File: config.mk
export PLATFORM = sky130hd
export DESIGN_NAME = nzp_branch_unit
export DESIGN_NICKNAME = d
export VERILOG_FILES = /design/src/rtl/lc3b_types.sv /design/src/rtl/nzp_gen.sv /design/src/rtl/nzp_branch_unit.sv
export SDC_FILE = /design/constraint.sdc
export NUM_CORES = 1
export LEC_CHECK = 0
export ABC_AREA = 1
export CAP_MARGIN = 10
export CORE_MARGIN = 2
export CORE_UTILIZATION = 45
export DETAILED_ROUTE_END_ITERATION = 16
export PLACE_DENSITY = 0.76
export SKIP_CTS_REPAIR_TIMING = 1
export SLEW_MARGIN = 20
export SYNTH_ARGS = -nofsm -noshare
export SYNTH_HDL_FRONTEND = slang
export SYNTH_SLANG_ARGS = --single-unit
File: constraint.sdc
create_clock -name clk -period 2.85 [get_ports clk]
set_clock_uncertainty 0.1 [all_clocks]
set_input_delay 0.57 -clock clk [delete_from_list [all_inputs] [get_ports clk]]
set_output_delay 0.57 -clock clk [all_outputs]
set_load 0.01 [all_outputs]
File: src/rtl/lc3b_types.sv
// LC-3b shared types: condition-code field and its one-hot encodings.
package lc3b_types;

  typedef logic [2:0] lc3b_nzp;

  localparam lc3b_nzp NZP_N = 3'b100;
  localparam lc3b_nzp NZP_Z = 3'b010;
  localparam lc3b_nzp NZP_P = 3'b001;

endpackage

File: src/rtl/nzp_gen.sv
// Combinational NZP generator: classifies a word as negative, zero or positive.
module nzp_gen
  import lc3b_types::*;
#(
  parameter int WIDTH = 16
) (
  input  logic [WIDTH-1:0] data,
  output logic [2:0]       nzp
);

  always_comb begin
    nzp = NZP_P;
    unique case (1'b1)
      (data == '0):  nzp = NZP_Z;
      data[WIDTH-1]: nzp = NZP_N;
      default:       nzp = NZP_P;
    endcase
  end

endmodule

File: src/rtl/nzp_branch_unit.sv
// Multi-context LC-3b CC file with a one-entry registered branch stage.
// Define CC_FORWARD_EN to bypass a same-cycle CC write into the branch.
module nzp_branch_unit
  import lc3b_types::*;
#(
  parameter int WIDTH   = 16,
  parameter int NUM_CTX = 4,
  parameter int CTX_W   = (NUM_CTX > 1) ? $clog2(NUM_CTX) : 1,
  parameter int CNT_W   = 8
) (
  input  logic             clk,
  input  logic             rst,
  input  logic             ld_cc,
  input  logic [CTX_W-1:0] cc_ctx,
  input  logic [WIDTH-1:0] cc_data,
  input  logic             br_valid,
  output logic             br_ready,
  input  logic [CTX_W-1:0] br_ctx,
  input  logic [2:0]       br_nzp,
  output logic             resp_valid,
  input  logic             resp_ready,
  output logic             resp_taken,
  output logic [CTX_W-1:0] resp_ctx,
  output logic [CNT_W-1:0] taken_cnt
);

  localparam logic [CTX_W:0]   CTX_LIM = (CTX_W+1)'(NUM_CTX);
  localparam logic [CNT_W-1:0] CNT_MAX = '1;

  lc3b_nzp cc_file [NUM_CTX];
  lc3b_nzp wr_nzp;
  lc3b_nzp rd_nzp;
  lc3b_nzp cc_sel;
  logic    wr_ok;
  logic    rd_ok;
  logic    accept;
  logic    taken_nxt;

  nzp_gen #(.WIDTH(WIDTH)) u_gen (
    .data (cc_data),
    .nzp  (wr_nzp)
  );

  // Out-of-range contexts read as 000 so any branch on them is not taken.
  assign wr_ok  = {1'b0, cc_ctx} < CTX_LIM;
  assign rd_ok  = {1'b0, br_ctx} < CTX_LIM;
  assign rd_nzp = rd_ok ? cc_file[br_ctx] : '0;

`ifdef CC_FORWARD_EN
  assign cc_sel = (ld_cc && wr_ok && (cc_ctx == br_ctx))
                ? wr_nzp : rd_nzp;
`else
  assign cc_sel = rd_nzp;
`endif

  assign br_ready  = !resp_valid || resp_ready;
  assign accept    = br_valid && br_ready;
  assign taken_nxt = |(cc_sel & br_nzp);

  always_ff @(posedge clk) begin
    if (rst) begin
      for (int i = 0; i < NUM_CTX; i++) begin
        cc_file[i] <= NZP_Z;
      end
    end else if (ld_cc && wr_ok) begin
      cc_file[cc_ctx] <= wr_nzp;
    end
  end

  always_ff @(posedge clk) begin
    if (rst) begin
      resp_valid <= 1'b0;
      resp_taken <= 1'b0;
      resp_ctx   <= '0;
    end else if (accept) begin
      resp_valid <= 1'b1;
      resp_taken <= taken_nxt;
      resp_ctx   <= br_ctx;
    end else if (resp_ready) begin
      resp_valid <= 1'b0;
    end
  end

  always_ff @(posedge clk) begin
    if (rst) begin
      taken_cnt <= '0;
    end else if (accept && taken_nxt && (taken_cnt != CNT_MAX)) begin
      taken_cnt <= taken_cnt + 1'b1;
    end
  end

endmodule

Word-level counts from Yosys, hierarchy flattened:

Memory sizes are Yosys's and may differ from the RTL's.
Index checks and enable logic that the tools add are counted.

* add/sub/neg operators: 1
* equality and inequality tests: 1
* mux-type cells: 11
* bitwise operators: 1
* reductions and logical operators: 9

Operators by type and width (number)
* $logic_not A16 Y1: 1
* $add A8 B1 Y8 const B: 1
* $mux W1: 8
* $ne A8 B8 Y1 const B: 1
* $pmux W3 S2: 1
* $reduce_or A3 Y1: 2
* $and A3 B3 Y3: 1
* $logic_and A1 B1 Y1: 3
* $mux W3: 1
* $mux W2: 1
* $reduce_bool A2 Y1: 1
* $logic_not A1 Y1: 1
* $logic_or A1 B1 Y1: 1

* register bits after elaboration: 12
* bits in writable memories: 12
* input port bits: 28
* output and inout bits: 13
* logic and storage cells: 28
* memories: 1

Memory list
* cc_file: words 4, width 3, rd ports 1, clocked after Yosys merged registers in 0, write ports 4, RTL line nzp_branch_unit.sv:30 `lc3b_nzp cc_file [NUM_CTX];`

Longest topological paths before layout:

Gate-level depths: netlist (run 1).

* depth in word-level cells: 5
* depth in mapped cells: 11
* gate-level depth less buffers: 10

By module:

A second synthesis (run 1) with hierarchy kept.

* cells, all modules: 205
* area, all modules: 1375.1 µm²

By module, submodules not included
* nzp_branch_unit: instances 1, cells each 188, area each 1307.5 µm²
* nzp_gen: instances 1, cells each 17, area each 67.6 µm²

Worst setup path after synthesis (run 1):

OpenSTA, ideal clock, no wires.

* path kind: input -> register
* start: input port ld_cc
* end: memory cc_file[0][0] (netlist bit), enable pin
* library setup time: 303 ps
* data arrival time: 1248 ps
* required time: 2447 ps
* slack: 1199 ps
* stages: 8
* buffers on the path: 0
* cells stage by stage: inv_1 -> nor2_1 -> inv_1 -> nor2_1 -> inv_1 -> nor2_1 -> inv_1 -> nand2_1

RTL lines
* start: declaration: RTL line nzp_branch_unit.sv:13 `input logic ld_cc,`
* end: declaration: RTL line nzp_branch_unit.sv:30

Final worst setup path (run 1):

* start: input port resp_ready
* end: output port br_ready

* longest elaborated chain between the ends: 1

RTL lines
* start: declaration: RTL line nzp_branch_unit.sv:21 `input logic resp_ready,`
* $logic_or A1 B1 Y1: RTL line nzp_branch_unit.sv:56 `assign br_ready = !resp_valid || resp_ready;`
* end: declaration: RTL line nzp_branch_unit.sv:17 `output logic br_ready,`

No other way between the ends.

==> metrics.cfg, run 1 <==
[critical_path]
cp-end-kind=primary output
cpMostUsedCell=clkdlybuf4s50_1
worstPathCellList=clkdlybuf4s50_1 -> inv_1 -> nand2_1 -> clkdlybuf4s50_1
slowest_stage=clkdlybuf4s50_1
max_stage_delay_ns=0.55
r2r_cells=10
cp.required_ns=2.18
critical_path_class=in -> out
cp_max_fo=3
crit_path_start_kind=primary input
arrival_ns=1.69

[floorplan]
die_w_um=58.4
dieArea_um2=3410
start_util_pct=47.9
std_cell_rows=19
ios=41
die_y_um=58.4
fp.coreArea_um2=2780

[placed_design]
dp_slack_ns=0.492
port_buffers=40
dp_hpwl_um=2020
globalplace.congestion=0.898
placed_cells=264

[sta]
tns_ns=0
rsz0062_at_grt=no
final.setup.worst_slack_ns=0.491
slew_violations=0
post-route-min-period_ns=2.36
slew_headroom_pct=71.1
fmax_mhz=424
tightest_slew_ns=0.433
fin_crit_sh_pct=82.8
hold_violations=0
setup_viol=0

[layout]
utilization_pct=64.6
synthToLayoutAreaGrowth_pct=34.7
final_nets=267
drive_gt1_share_pct=3.38
nFillCells=257
layoutNonFillerInstCount=268
antenna_cells=0

[global_routing]
grt_pass1_wl_um=4510
grt.total_usage_pct=17.0
antenna_found_initial=0
grt_max_degree=15
grt_pass1_vias=1129
overflow=0

[clocking]
clkLatencyLatePin_ns=0.32
cts.clk_slew.worst_paths_ns=0.13
cts_root_buffer=clkbuf_4
cts_buffers=3
cts_tree=done
htreeDepth=1
cts_sinks=24
cts_buffer_depth=2

[logic_synthesis]
syn_inst=195
synth_warnings=0
ys_top_cells_by_area=edfxtp_1, dfxtp_1, nand2_1
synth_nets=224
yosysTopAreaCellShare_pct=27.0
synth-seq-area-share_pct=45.1
syn_area_um2=1330
avgSynthCellArea_um2=6.83
ys_seq_elements=24
synth_area_leader_cell=edfxtp_1
synth.distinct_cells=19

[detailed_routing]
route.detailed.drc=0
wl_per_cell_um=9.68
drt_iter0_drc=57
drtPass1Iterations=5
drt_wl_total_um=2590
num_vias=1259
ant_nets=0
via_per_inst=4.70

[worst_hold_path]
worstHoldPathCells=2
hold_class=reg -> reg

[pwr]
p_per_area_nw_per_um2=406
power.leakage_uw=0.000834
vdd_drop_max_v=0.000362

[job]
maxCapViolations=0

[outcome]
status=finished clean

cell usage after synthesis:
cell type,n
nand2_1,54
inv_1,45
nor2_1,30
nand3_1,14
dfxtp_1,12
edfxtp_1,12
nand4_1,10
a21oi_1,4
nand3_2,2
nor3_1,2
o21ai_0,2
buf_2,1
buf_6,1
clkbuf_1,1
clkinv_1,1
ha_1,1
inv_2,1
nor4_1,1
xnor2_1,1
area by class of cell:
cell class	instances	area [um^2]	area share [%]
clock buffers	4	36.3	2.02
inverters	47	176	9.83
multi-input cells	121	536	29.8
flip-flops and latches	24	601	33.4
well taps	31	38.8	2.16
repair buffers	41	408	22.7
critical path: cells and delay by family:
family                 cells  cell delay, ns
AND/OR/NAND/NOR            1            0.08
buffers and inverters      3            1.04
worst paths after layout:
path	start	to	slack (ns)
max	resp_ready	br_ready	0.49
min	resp_taken$_SDFFE_PP0P_	resp_taken$_SDFFE_PP0P_	0.37
max reg2reg	taken_cnt[0]$_SDFFE_PP0P_	taken_cnt[5]$_SDFFE_PP0P_	1.18
min reg2reg	resp_taken$_SDFFE_PP0P_	resp_taken$_SDFFE_PP0P_	0.37
per-layer routing:
| metal | GRT usage, % | vias to the layer above | wire [um] | share of wire (%) |
|---|---|---|---|---|
| li1 | - | 684 | - | - |
| met3 | 1.54 | 6 | 152 | 5.9 |
| met1 | 22.0 | 526 | 1200 | 46 |
| met4 | 11.3 | 0 | 69 | 2.7 |
| met2 | 27.1 | 43 | 1170 | 45 |
| met5 | 0 | - | 0 | 0 |
power by group:
part | internal [uW] | leakage, uW | switching, uW
Clock | 78.1 | 0.0000210 | 99.1
Sequential | 386 | 0.000216 | 10.1
Combinational | 79.0 | 0.000597 | 76.3
Total | 543 | 0.000834 | 186
through the flow:
step	hold WS (ns)	total power [uW]	cell area, um^2
after floorplan	0.382	486	1330
after global placement	0.359	559	1760
after detailed placement	0.354	560	1760
after CTS	0.374	735	1800
after global routing	0.388	771	1800
final	0.371	729	1800
state kept, by name (all words and copies together), names as in the netlist:
signal,cells
cc_file,12
resp_ctx,2
resp_taken,1
resp_valid,1
taken_cnt,8
placed cells by master (no fill, tap or decap), drive strengths merged:
cell type      netlist  layout
nor2                30      30
nand2               54      54
nand3               16      16
o21ai                2       2
edfxtp              12      12
xnor2                1       1
clkinv               1       1
clkdlybuf4s50        0      40
inv                 46      46
nor4                 1       1
clkbuf               1       4
dfxtp               12      12
a21oi                4       4
nand4               10      10
buf                  2       1
ha                   1       1
nor3                 2       2
logic make-up (layout without fill, tap and decap cells):
group / Yosys count / in the layout / share of synthesized area (%)
compound gates: 6 / 6 / 2.25
simple gates: 113 / 113 / 36.3
fa+ha+maj: 1 / 1 / 0.939
flops: 24 / 24 / 45.1
buf+inv: 50 / 92 / 14.7
xor+xnor: 1 / 1 / 0.657
Power figures use the tool's default switching activity.
==> inputs of run 2 (changes only) <==
==> constraint.sdc (replaced) <==
create_clock -name clk -period 2.19 [get_ports clk]
set_clock_uncertainty 0.1 [all_clocks]
set_input_delay 0.438 -clock clk [delete_from_list [all_inputs] [get_ports clk]]
set_output_delay 0.438 -clock clk [all_outputs]
set_load 0.01 [all_outputs]
==> run 2 against run 1 <==
Critical path depth stayed put; non-clock buffer count is 4 higher; clock power is 55% higher; power is 38% higher; final cell count is 1.5% higher; worst setup slack worse by 0.38 ns; final area is 2.3% higher.
==> metrics.cfg, run 2 (synthesis gave the netlist of run 1 again) <==
[sta]
fmax_mhz=481
post-route-min-period_ns=2.08
setup_viol=0  ; unchanged
tightest_slew_ns=0.297  ; -0.136 ns
fin_crit_sh_pct=94.9
slew_violations=0  ; unchanged
hold_violations=0  ; unchanged
tns_ns=0  ; unchanged
rsz0062_at_grt=no
slew_headroom_pct=80.1  ; +9.0 points

[clocking]
clkLatencyLatePin_ns=0.31  ; about the same
cts_root_buffer=clkbuf_4
htreeDepth=1  ; unchanged
cts_buffers=3  ; unchanged
cts_tree=done
cts_buffer_depth=2  ; unchanged
cts_sinks=24  ; unchanged
cts.clk_slew.worst_paths_ns=0.14  ; about the same

[critical_path]
cpMostUsedCell=clkdlybuf4s50_1
worstPathCellList=clkdlybuf4s50_1 -> inv_1 -> nand2_1 -> clkdlybuf4s50_1
critical_path_class=in -> out
cp.required_ns=1.65  ; -0.53 ns
arrival_ns=1.54  ; -0.15 ns
slowest_stage=clkdlybuf4s50_1
crit_path_start_kind=primary input
cp_max_fo=3  ; unchanged
cp-end-kind=primary output
max_stage_delay_ns=0.54  ; about the same

[global_routing]
grt_pass1_vias=1149  ; +1.8%
grt.total_usage_pct=16.7  ; -0.32 points
antenna_found_initial=0  ; unchanged
grt_max_degree=15  ; unchanged
grt_pass1_wl_um=4560  ; +1.1%
overflow=0  ; unchanged

[layout]
reg_top3=cc_file (12), taken_cnt (8), resp_ctx (2)
largest_reg_flops=12  ; unchanged
nFillCells=257  ; unchanged
antenna_cells=0  ; unchanged
final_common_cell=nand2_1
largest-register=cc_file
utilization_pct=66.0  ; +1.5 points
synthToLayoutAreaGrowth_pct=37.8
drive_gt1_share_pct=4.98  ; +1.6 points
final_cell_mix=nand2_1, inv_1, clkdlybuf4s50_1, nor2_1, nand3_1
final_nets=271  ; +1.5%
fin_area_um2=1840  ; +2.3%

[placed_design]
dp_hpwl_um=2170  ; +7.5%
port_buffers=40  ; unchanged
dpl-instance-area_um2=1790  ; +1.7%
globalplace.congestion=0.878  ; -2.2%

[detailed_routing]
drt_wl_total_um=2660  ; +2.6%
wl_per_cell_um=9.79  ; +1.1%
ant_nets=0  ; unchanged
num_vias=1267  ; +0.64%
via_per_inst=4.66  ; -0.84%
drt_iter0_drc=26  ; -54%
route.detailed.drc=0  ; unchanged
drtPass1Iterations=4  ; -1

[floorplan]
start_util_pct=47.9  ; unchanged
die_w_um=58.4  ; unchanged
dieArea_um2=3410  ; unchanged
std_cell_rows=19  ; unchanged
die_y_um=58.4  ; unchanged
ios=41  ; unchanged
fp.coreArea_um2=2780  ; unchanged

[pwr]
p_per_area_nw_per_um2=546  ; +35%
power.leakage_uw=0.000858  ; +2.9%
p_total_uw=1000  ; +38%
vdd_drop_max_v=0.000380  ; +4.9%

[job]
maxCapViolations=0  ; unchanged

[outcome]
status=finished clean

[worst_hold_path]
hold_class=reg -> reg

[run 2: worst paths after layout]
| check | start | to | slack (ns) | cells past startpoint |
|---|---|---|---|---|
| setup / recovery | resp_ready | br_ready | 0.11 | 4 |
| hold reg to reg | resp_taken$_SDFFE_PP0P_ | resp_taken$_SDFFE_PP0P_ | 0.38 | 2 |
| hold / removal | resp_taken$_SDFFE_PP0P_ | resp_taken$_SDFFE_PP0P_ | 0.38 | 2 |
| setup reg to reg | taken_cnt[0]$_SDFFE_PP0P_ | taken_cnt[5]$_SDFFE_PP0P_ | 0.55 | 10 |
[run 2: routing by layer]
metal	share of wire (%)	track usage, %
met4	1.7	6.98
met3	3.4	0
met5	0	0
met2	47	28.1
met1	47	23.0
[run 2: worst max-delay path, delay by kind of cell]
| kind | cells | cell delay [ns] |
|---|---|---|
| buffers and inverters | 3 | 1.02 |
| and+or+nand+nor | 1 | 0.08 |
[run 2: stage by stage]
stage / hold WS (ns) / cells / worst slack (ns)
2_1_floorplan: 0.382 / 195 / 0.669
3_3_place_gp: 0.359 / 268 / 0.109
3_5_place_dp: 0.363 / 268 / 0.0811
4_1_cts: 0.386 / 272 / 0.104
5_1_grt: 0.401 / 272 / 0.0188
6_report: 0.380 / 272 / 0.113
[run 2: final cells by class]
class                      instances  area [um^2]  area share (%)
clock buffer                       4         47.5            2.59
sequential                        24          601            32.7
tap                               31         38.8            2.11
multi-input combinational        121          536            29.2
inverter                          47          176            9.60
timing repair buffer              45          438            23.8
[run 2: where the power goes]
part | switching [uW] | internal, uW
clock network | 136 | 139
registers | 13.4 | 502
logic | 101 | 111
total | 250 | 753
